### src/rtl/playlist_pkg.sv
// playlist_pkg: shared types and constants for playlist_mcu.
// Holds the FSM state enum, the end_mode encodings and the LFSR seed.
package playlist_pkg;
    typedef enum logic [1:0] {PAUSED, PLAYING, RST_PAUSE, RST_PLAY} state_t;
    typedef enum logic [1:0] {END_STOP = 2'd0, END_CONTINUE = 2'd1, END_REPEAT_ONE = 2'd2} end_mode_t;
    localparam logic [7:0] LFSR_SEED = 8'hA5;
endpackage

### src/rtl/playlist_mcu_if.sv
// playlist_mcu_if: bundle between the button pulsers, the song player and playlist_mcu.
// master drives play_button/next_button/prev_button/song_done/end_mode/shuffle and
// receives play/reset_player/song; slave is the playlist_mcu side.
interface playlist_mcu_if #(parameter int SONG_W = 2);
    logic              play_button;
    logic              next_button;
    logic              prev_button;
    logic              song_done;
    logic [1:0]        end_mode;
    logic              shuffle;
    logic              play;
    logic              reset_player;
    logic [SONG_W-1:0] song;
    modport master (output play_button, next_button, prev_button, song_done, end_mode, shuffle,
                    input play, reset_player, song);
    modport slave  (input play_button, next_button, prev_button, song_done, end_mode, shuffle,
                    output play, reset_player, song);
endinterface

### src/rtl/lfsr8.sv
// lfsr8: 8-bit Fibonacci LFSR, polynomial x^8+x^6+x^5+x^4+1.
// Ports: clk, reset_n (async active-low, loads LFSR_SEED), en (advance), q (state).
module lfsr8
    import playlist_pkg::*;
(
    input  logic       clk,
    input  logic       reset_n,
    input  logic       en,
    output logic [7:0] q
);
    always_ff @(posedge clk or negedge reset_n)
        if (!reset_n) q <= LFSR_SEED;
        else if (en)  q <= {q[6:0], q[7] ^ q[5] ^ q[4] ^ q[3]};
endmodule

### src/rtl/playlist_mcu.sv
// playlist_mcu: song index, play/pause and player-reset control for NUM_SONGS tracks.
// Ports: clk, reset_n (async active-low), bus (playlist_mcu_if.slave: buttons, song_done,
// end_mode, shuffle in; play, reset_player, song out). Define PLAYLIST_MCU_SHUFFLE_EN to
// build the LFSR-driven shuffled next-song order.
module playlist_mcu
    import playlist_pkg::*;
#(
    parameter int NUM_SONGS = 4,
    parameter int SONG_W    = $clog2(NUM_SONGS)
)(
    input  logic                 clk,
    input  logic                 reset_n,
    playlist_mcu_if.slave        bus
);
    state_t            state;
    logic [SONG_W-1:0] song;
    logic              play;
    logic              reset_player;
    logic [SONG_W-1:0] seq_nxt;
    logic [SONG_W-1:0] prv_idx;
    logic [SONG_W-1:0] nxt_idx;

    assign seq_nxt = (song == SONG_W'(NUM_SONGS - 1)) ? '0 : song + 1'b1;
    assign prv_idx = (song == '0) ? SONG_W'(NUM_SONGS - 1) : song - 1'b1;

`ifdef PLAYLIST_MCU_SHUFFLE_EN
    logic [7:0]        lfsr;
    logic [SONG_W-1:0] rnd;
    lfsr8 u_lfsr (.clk(clk), .reset_n(reset_n), .en(1'b1), .q(lfsr));
    assign rnd     = SONG_W'(32'(lfsr) % NUM_SONGS);
    // A shuffle hit on the current song would look like a no-op, so step instead.
    assign nxt_idx = (bus.shuffle && rnd != song) ? rnd : seq_nxt;
`else
    logic unused_shuffle;
    assign unused_shuffle = bus.shuffle;
    assign nxt_idx        = seq_nxt;
`endif

    // Outputs are registered alongside the state so they always match the state entered.
    always_ff @(posedge clk or negedge reset_n) begin
        if (!reset_n) begin
            state        <= PAUSED;
            song         <= '0;
            play         <= 1'b0;
            reset_player <= 1'b0;
        end else begin
            play         <= 1'b0;
            reset_player <= 1'b0;
            case (state)
                PAUSED:
                    if (bus.next_button) begin
                        song <= nxt_idx; state <= RST_PAUSE; reset_player <= 1'b1;
                    end else if (bus.prev_button) begin
                        song <= prv_idx; state <= RST_PAUSE; reset_player <= 1'b1;
                    end else if (bus.play_button) begin
                        state <= PLAYING; play <= 1'b1;
                    end
                PLAYING:
                    if (bus.song_done) begin
                        reset_player <= 1'b1;
                        if (bus.end_mode == END_REPEAT_ONE) state <= RST_PLAY;
                        else begin
                            song  <= nxt_idx;
                            state <= (bus.end_mode == END_CONTINUE) ? RST_PLAY : RST_PAUSE;
                        end
                    end else if (bus.next_button) begin
                        song <= nxt_idx; state <= RST_PAUSE; reset_player <= 1'b1;
                    end else if (bus.prev_button) begin
                        song <= prv_idx; state <= RST_PAUSE; reset_player <= 1'b1;
                    end else if (bus.play_button) state <= PAUSED;
                    else play <= 1'b1;
                RST_PAUSE: state <= PAUSED;
                default: begin
                    state <= PLAYING; play <= 1'b1;
                end
            endcase
        end
    end

    assign bus.song         = song;
    assign bus.play         = play;
    assign bus.reset_player = reset_player;
endmodule
### src/flat_wrapper.sv
// flat-port wrapper written by rule: the top's interface ports become plain ports
module playlist_mcu_flat import playlist_pkg::*;
#(
    parameter int NUM_SONGS = 4,
    parameter int SONG_W    = $clog2(NUM_SONGS)
)
  (clk, reset_n, bus_play_button, bus_next_button, bus_prev_button, bus_song_done, bus_end_mode, bus_shuffle, bus_play, bus_reset_player, bus_song);
  playlist_mcu_if #(.SONG_W(SONG_W)) bus_i ();
  input  logic clk;
  input  logic reset_n;
  input wire logic [$bits(bus_i.play_button)-1:0] bus_play_button;
  input wire logic [$bits(bus_i.next_button)-1:0] bus_next_button;
  input wire logic [$bits(bus_i.prev_button)-1:0] bus_prev_button;
  input wire logic [$bits(bus_i.song_done)-1:0] bus_song_done;
  input wire logic [$bits(bus_i.end_mode)-1:0] bus_end_mode;
  input wire logic [$bits(bus_i.shuffle)-1:0] bus_shuffle;
  output wire logic [$bits(bus_i.play)-1:0] bus_play;
  output wire logic [$bits(bus_i.reset_player)-1:0] bus_reset_player;
  output wire logic [$bits(bus_i.song)-1:0] bus_song;
  assign bus_i.play_button = bus_play_button;
  assign bus_i.next_button = bus_next_button;
  assign bus_i.prev_button = bus_prev_button;
  assign bus_i.song_done = bus_song_done;
  assign bus_i.end_mode = bus_end_mode;
  assign bus_i.shuffle = bus_shuffle;
  assign bus_play = bus_i.play;
  assign bus_reset_player = bus_i.reset_player;
  assign bus_song = bus_i.song;
  playlist_mcu #(.NUM_SONGS(NUM_SONGS), .SONG_W(SONG_W)) u_core (.clk(clk), .reset_n(reset_n), .bus(bus_i));
endmodule
### config.mk
export PLATFORM = sky130hd
export DESIGN_NAME = playlist_mcu_flat
export DESIGN_NICKNAME = d
export VERILOG_FILES = /design/src/rtl/playlist_pkg.sv /design/src/rtl/playlist_mcu_if.sv /design/src/rtl/lfsr8.sv /design/src/rtl/playlist_mcu.sv /design/src/flat_wrapper.sv
export SDC_FILE = /design/constraint.sdc
export NUM_CORES = 1
export LEC_CHECK = 0
export ABC_CLOCK_PERIOD_IN_PS = 1600
export BUFFER_PORTS_ARGS = -buffer_cell sky130_fd_sc_hd__buf_2
export CORE_AREA = 8 8 45 47
export CTS_CLUSTER_DIAMETER = 50
export CTS_CLUSTER_SIZE = 14
export DETAILED_ROUTE_END_ITERATION = 10
export DIE_AREA = 0 0 53 55
export HOLD_SLACK_MARGIN = 0.02
export PLACE_DENSITY = 0.56
export SYNTH_ARGS = -nofsm -noshare
export SYNTH_HDL_FRONTEND = slang
export SYNTH_HIERARCHICAL = 1
export SYNTH_SLANG_ARGS = --single-unit
export TNS_END_PERCENT = 1
### constraint.sdc
create_clock -name clk -period 1.6 [get_ports clk]
set_input_delay 0.32 -clock clk [delete_from_list [all_inputs] [get_ports clk]]
set_output_delay 0.32 -clock clk [all_outputs]
set_load 0.02 [all_outputs]
[Word level (Yosys, flattened, before mapping)]
Cells that the tools add are included.
Storage, ports and cells
  output and inout bits: 4
  input bits: 9
  word-level logic and storage cells: 48
  flip-flop bits (word level): 6
Cells by class
  reductions and logical operators: 5
  multiplexer cells: 29
  $add $sub $neg: 2
  equality and inequality tests: 8
Operator list (number)
  2-bit two-way mux: 14
  1-bit two-way mux: 11
  2-bit == test, second input constant: 3
  2-bit one-hot mux with 3 select lines: 1
  5-bit inequality test, second input constant: 1
  2-bit by 1-bit == test with 1-bit output, second input constant: 2
  2-bit logical NOT: 2
  4-bit inequality test, second input constant: 1
  2-bit one-hot mux with 2 select lines: 1
  2-bit AND reduction: 2
  3-bit inequality test, second input constant: 1
  1-bit one-hot mux with 3 select lines: 1
  2-bit by 1-bit adder with 2-bit output, second input constant: 1
  1-bit one-hot mux with 2 select lines: 1
  2-bit nonzero test: 1
  2-bit by 1-bit subtractor with 2-bit output, second input constant: 1

[Depth between registers and ports, before layout]
  depth after elaboration: 6
  depth in mapped cells: 5
  mapped depth without buffers: 5

[Worst setup path after synthesis]
No wires, ideal clock.
  kind: flip-flop to flip-flop
  start: register u_core.song[0] (netlist: u_core/bus.song[0])
  end: register u_core.song[1] (netlist: u_core/bus.song[1])
  data required time: 1.474 ns
  setup slack: 0.078 ns
  arrival: 1.396 ns
  cell stages (with the launch flop): 6
  cells stage by stage: dfrtp_1 -> inv_1 -> ha_1 -> and3b_1 -> a211oi_1 -> o32a_1
On the way
  cells in the longest elaborated chain, start to end: 6
RTL lines
  start, declared: RTL line playlist_mcu.sv:16  | logic [SONG_W-1:0] song;
  start signal, assigned: RTL line playlist_mcu.sv:63  | song <= nxt_idx;
  2-bit by 1-bit subtractor with 2-bit output / 2-bit logical NOT (equally long branches): RTL line playlist_mcu.sv:24  | assign prv_idx = (song == '0) ? SONG_W'(NUM_SONGS - 1) : song - 1'b1;
  2-bit two-way mux: RTL line playlist_mcu.sv:24
  2-bit two-way mux: RTL line playlist_mcu.sv:53, playlist_mcu.sv:68
  2-bit two-way mux: RTL line playlist_mcu.sv:66  | end else if (bus.next_button) begin
  2-bit two-way mux: RTL line playlist_mcu.sv:59  | if (bus.song_done) begin
  2-bit one-hot mux with 2 select lines (*): RTL line playlist_mcu.sv:49  | case (state)
Mark *: on every way between the ends. The rest lies on a longest branch, timed or not. The select of a mux whose other input is x is not followed.
A chain may end at the register's enable or synchronous reset.

[Worst setup path in the final report]
  start: register u_core.song[1] (netlist: u_core/bus.song[1])
  end: register u_core.song[1] (netlist: u_core/bus.song[1])
Same word-level chain as after synthesis.

==> qor.csv <==
stage,metric,value,unit
status,outcome,completed,
finish,n_fill_cell,144,
timing,skew,2.66,ps
timing,fin_crit_sh,88.8,%
global_routing,grt_start_max_net_pins,9,
clocking,clock-root-buffer,clkbuf_4,
finish,drive_gt1_share,32.1,%
timing,tns,0,ps
worst_hold_path,worstHoldPathType,input port to flip-flop,
power,p_int,437,uW
clocking,cts.clk_slew.worst_paths,40,ps
global_routing,grt_pass1_vias,340,
clocking,cts_sinks,6,
finish,diodes,0,
floorplan,dieHeight,55,um
setup_path,critPathLaunchType,flip-flop,
setup_path,cp-end-kind,flip-flop,
setup_path,worstPathCellList,"inv_1, ha_1, and3b_1, a211oi_1, o32a_1",
finish,seq_area,150,um2
clocking,cts-hold-fix-buffers,1,
floorplan,die_area,2920,um2
timing,period_needed,1420,ps
synthesis,yosys.area.top_type,dfrtp_1,
timing,worst_slew_pin_slew,327,ps
setup_path,critical_path_peak_fanout,4,
routing,ant_nets,0,
synthesis,avgSynthCellArea,9.60,um2
routing,via_per_inst,4.75,
clocking,cts_resized,0,
synthesis,synth_nets,49,
synthesis,synthCells,37,
synthesis,synth-seq-cells,6,
floorplan,io_pins,13,
synthesis,synth_top_area_share,42.3,%
power,seq_power_share,34.1,%
power,clkPwrFrac,19.3,%
clocking,cts_tree,done,
worst_hold_path,hold-path-cell-count,3,
placement,gp_congestion,0.732,
setup_path,rr_worst_depth,5,
setup_path,cpPeakStageDelay,380,ps
setup_path,critPathTopFamily,flip-flops,
setup_path,required,1720,ps
floorplan,num_rows,14,
synthesis,synth_area_leaders,"dfrtp_1, ha_1, nor2_1",
floorplan,coreArea,1380,um2
clocking,cts_htree_levels,1,
finish,utilization,34.0,%
synthesis,synthesis.area,355,um2
placement,dp_slack,177,ps
timing,rsz0062_at_grt,no,
finish,mostFrequentLayoutCell,buf_2,
timing,final_max_slew_viol_count,0,
finish,final_cell_mix,"buf_2, dfrtp_1, nor2_1, nand2_1",
synthesis,synth_cell_types,18,
synthesis,synth-seq-area-share,42.3,%
clocking,cts_setup_buffers,0,
power,power.total,711,uW
job,max_cap_violations,0,
clocking,cts_made_buffers,3,
setup_path,crit_buf_inv,1,
power,p_leak,0.000242,uW
global_routing,grt_pass1_wl,1500,um
clocking,clock_path_buffers,2,
power,share_comb_of_total_power,46.6,%
timing,relSlewSlack,78.1,%
finish,multiInputGateArea,194,um2
setup_path,r2r-end,u_core/bus.song[1],
global_routing,grt_use_total,7.02,%
timing,setup_ws,179,ps
floorplan,start_util,25.7,%
placement,dpl.hpwl,639,um
power,ir_worst_vdd,709,uV
clocking,clock_latency,240,ps
placement,numPortBuffers,11,
placement,placed_area,438,um2
power,p_sw,274,uW
setup_path,rrSetupSlack,180,ps
setup_path,cp_data_arrival_time,1540,ps
routing,first_pass_iters,4,
synthesis,yosysWarningCount,6,
finish,area_growth,32.4,%
power,power_density,1510,nW/um2
routing,drt_iter0_markers,4,
timing,final-setup-viol-count,0,
worst_hold_path,min_to,u_core/bus.reset_player,
setup_path,cpMaxStageDelayCell,dfrtp_1,
setup_path,r2r-start,u_core/bus.song[1],
routing,route.detailed.drc,0,
floorplan,die_w,53,um
power,switching_share,38.5,%
finish,finalNetCount,67,
global_routing,antenna_found_initial,0,
routing,vias,328,
worst_hold_path,holdCritStartpoint,bus_prev_button,
timing,hold_viol,0,
finish,fin_area,470,um2
routing,drt_wl_total,787,um
timing,fmax,0.704,GHz
routing,wl_per_cell,11.4,um
global_routing,gr-total-overflow,0,
setup_path,crit_type,flip-flop to flip-flop,
==> metrics by stage <==
| stage | cells | hold slack, ps |
|---|---|---|
| finish | 69 | 388 |
| global route | 69 | 410 |
| CTS | 69 | 377 |
| detailed placement | 65 | 146 |
| global placement | 65 | 148 |
| floorplan | 37 | 24.4 |
==> layout make-up <==
cell class,instances,area share [%]
Clock buffer,3,4.79
Inverter,3,2.39
Multi-Input combinational cell,28,41.2
Sequential cell,6,31.9
Tap cell,16,4.26
Timing Repair Buffer,13,15.4
==> routing by layer <==
metal / GRT usage [%] / part of all wire (%) / wire length, um
met2: 8.59 / 37 / 295
met1: 9.52 / 53 / 415
met5: 0 / 0 / 0
met4: 3.88 / 1.5 / 12
met3: 3.48 / 8.0 / 63
==> how the worst max path moves through the flow <==
stage	slack, ps	startpoint	endpoint	depth (start not counted)
final	180	u_core/bus.song[1]	u_core/bus.song[1]	5
after global routing	80	u_core/bus.song[1]	u_core/bus.song[1]	5
after CTS	170	u_core/bus.song[1]	u_core/bus.song[1]	5
after detailed placement	180	u_core/bus.song[1]	u_core/bus.song[1]	5
after global placement	180	u_core/bus.song[1]	u_core/bus.song[1]	5
after floorplan	80	u_core/bus.song[0]	u_core/bus.song[1]	5
==> cell families after synthesis <==
kind of cell,Yosys count,share of synthesized area [%]
buffers and inverters,3,3.17
AND/OR/NAND/NOR,15,22.2
AO/OA/AOI/OAI,10,21.8
flip-flops,6,42.3
adder cells (fa/ha/maj),3,10.6
==> tightest hold or removal path, cell delays in order <==
cell	delay [ps]
buf_2	120
a211oi_2	70
nor2_1	80
==> power groups by stage <==
stage | Clock, uW | Sequential, uW | Combinational, uW
2_1_floorplan | 0 | 292 | 170
3_3_place_gp | 0 | 245 | 323
3_5_place_dp | 0 | 247 | 329
4_1_cts | 144 | 244 | 332
5_1_grt | 152 | 254 | 374
6_report | 137 | 243 | 331
==> state kept, by name, summed over array words and instances (netlist names) <==
register and count:
u_core/bus.song 2, u_core/state 2, u_core/bus.play 1, u_core/bus.reset_player 1
==> synth_stat cells, drive strengths merged <==
master	number
nor2	5
ha	3
o32a	1
a32o	1
a211oi	2
nand2	4
and3b	2
o21ai	2
o211ai	1
inv	3
nor3b	2
a31oi	1
o31ai	1
nor2b	2
dfrtp	6
a21oi	1
No activity file was read; power rests on OpenSTA's default activity.
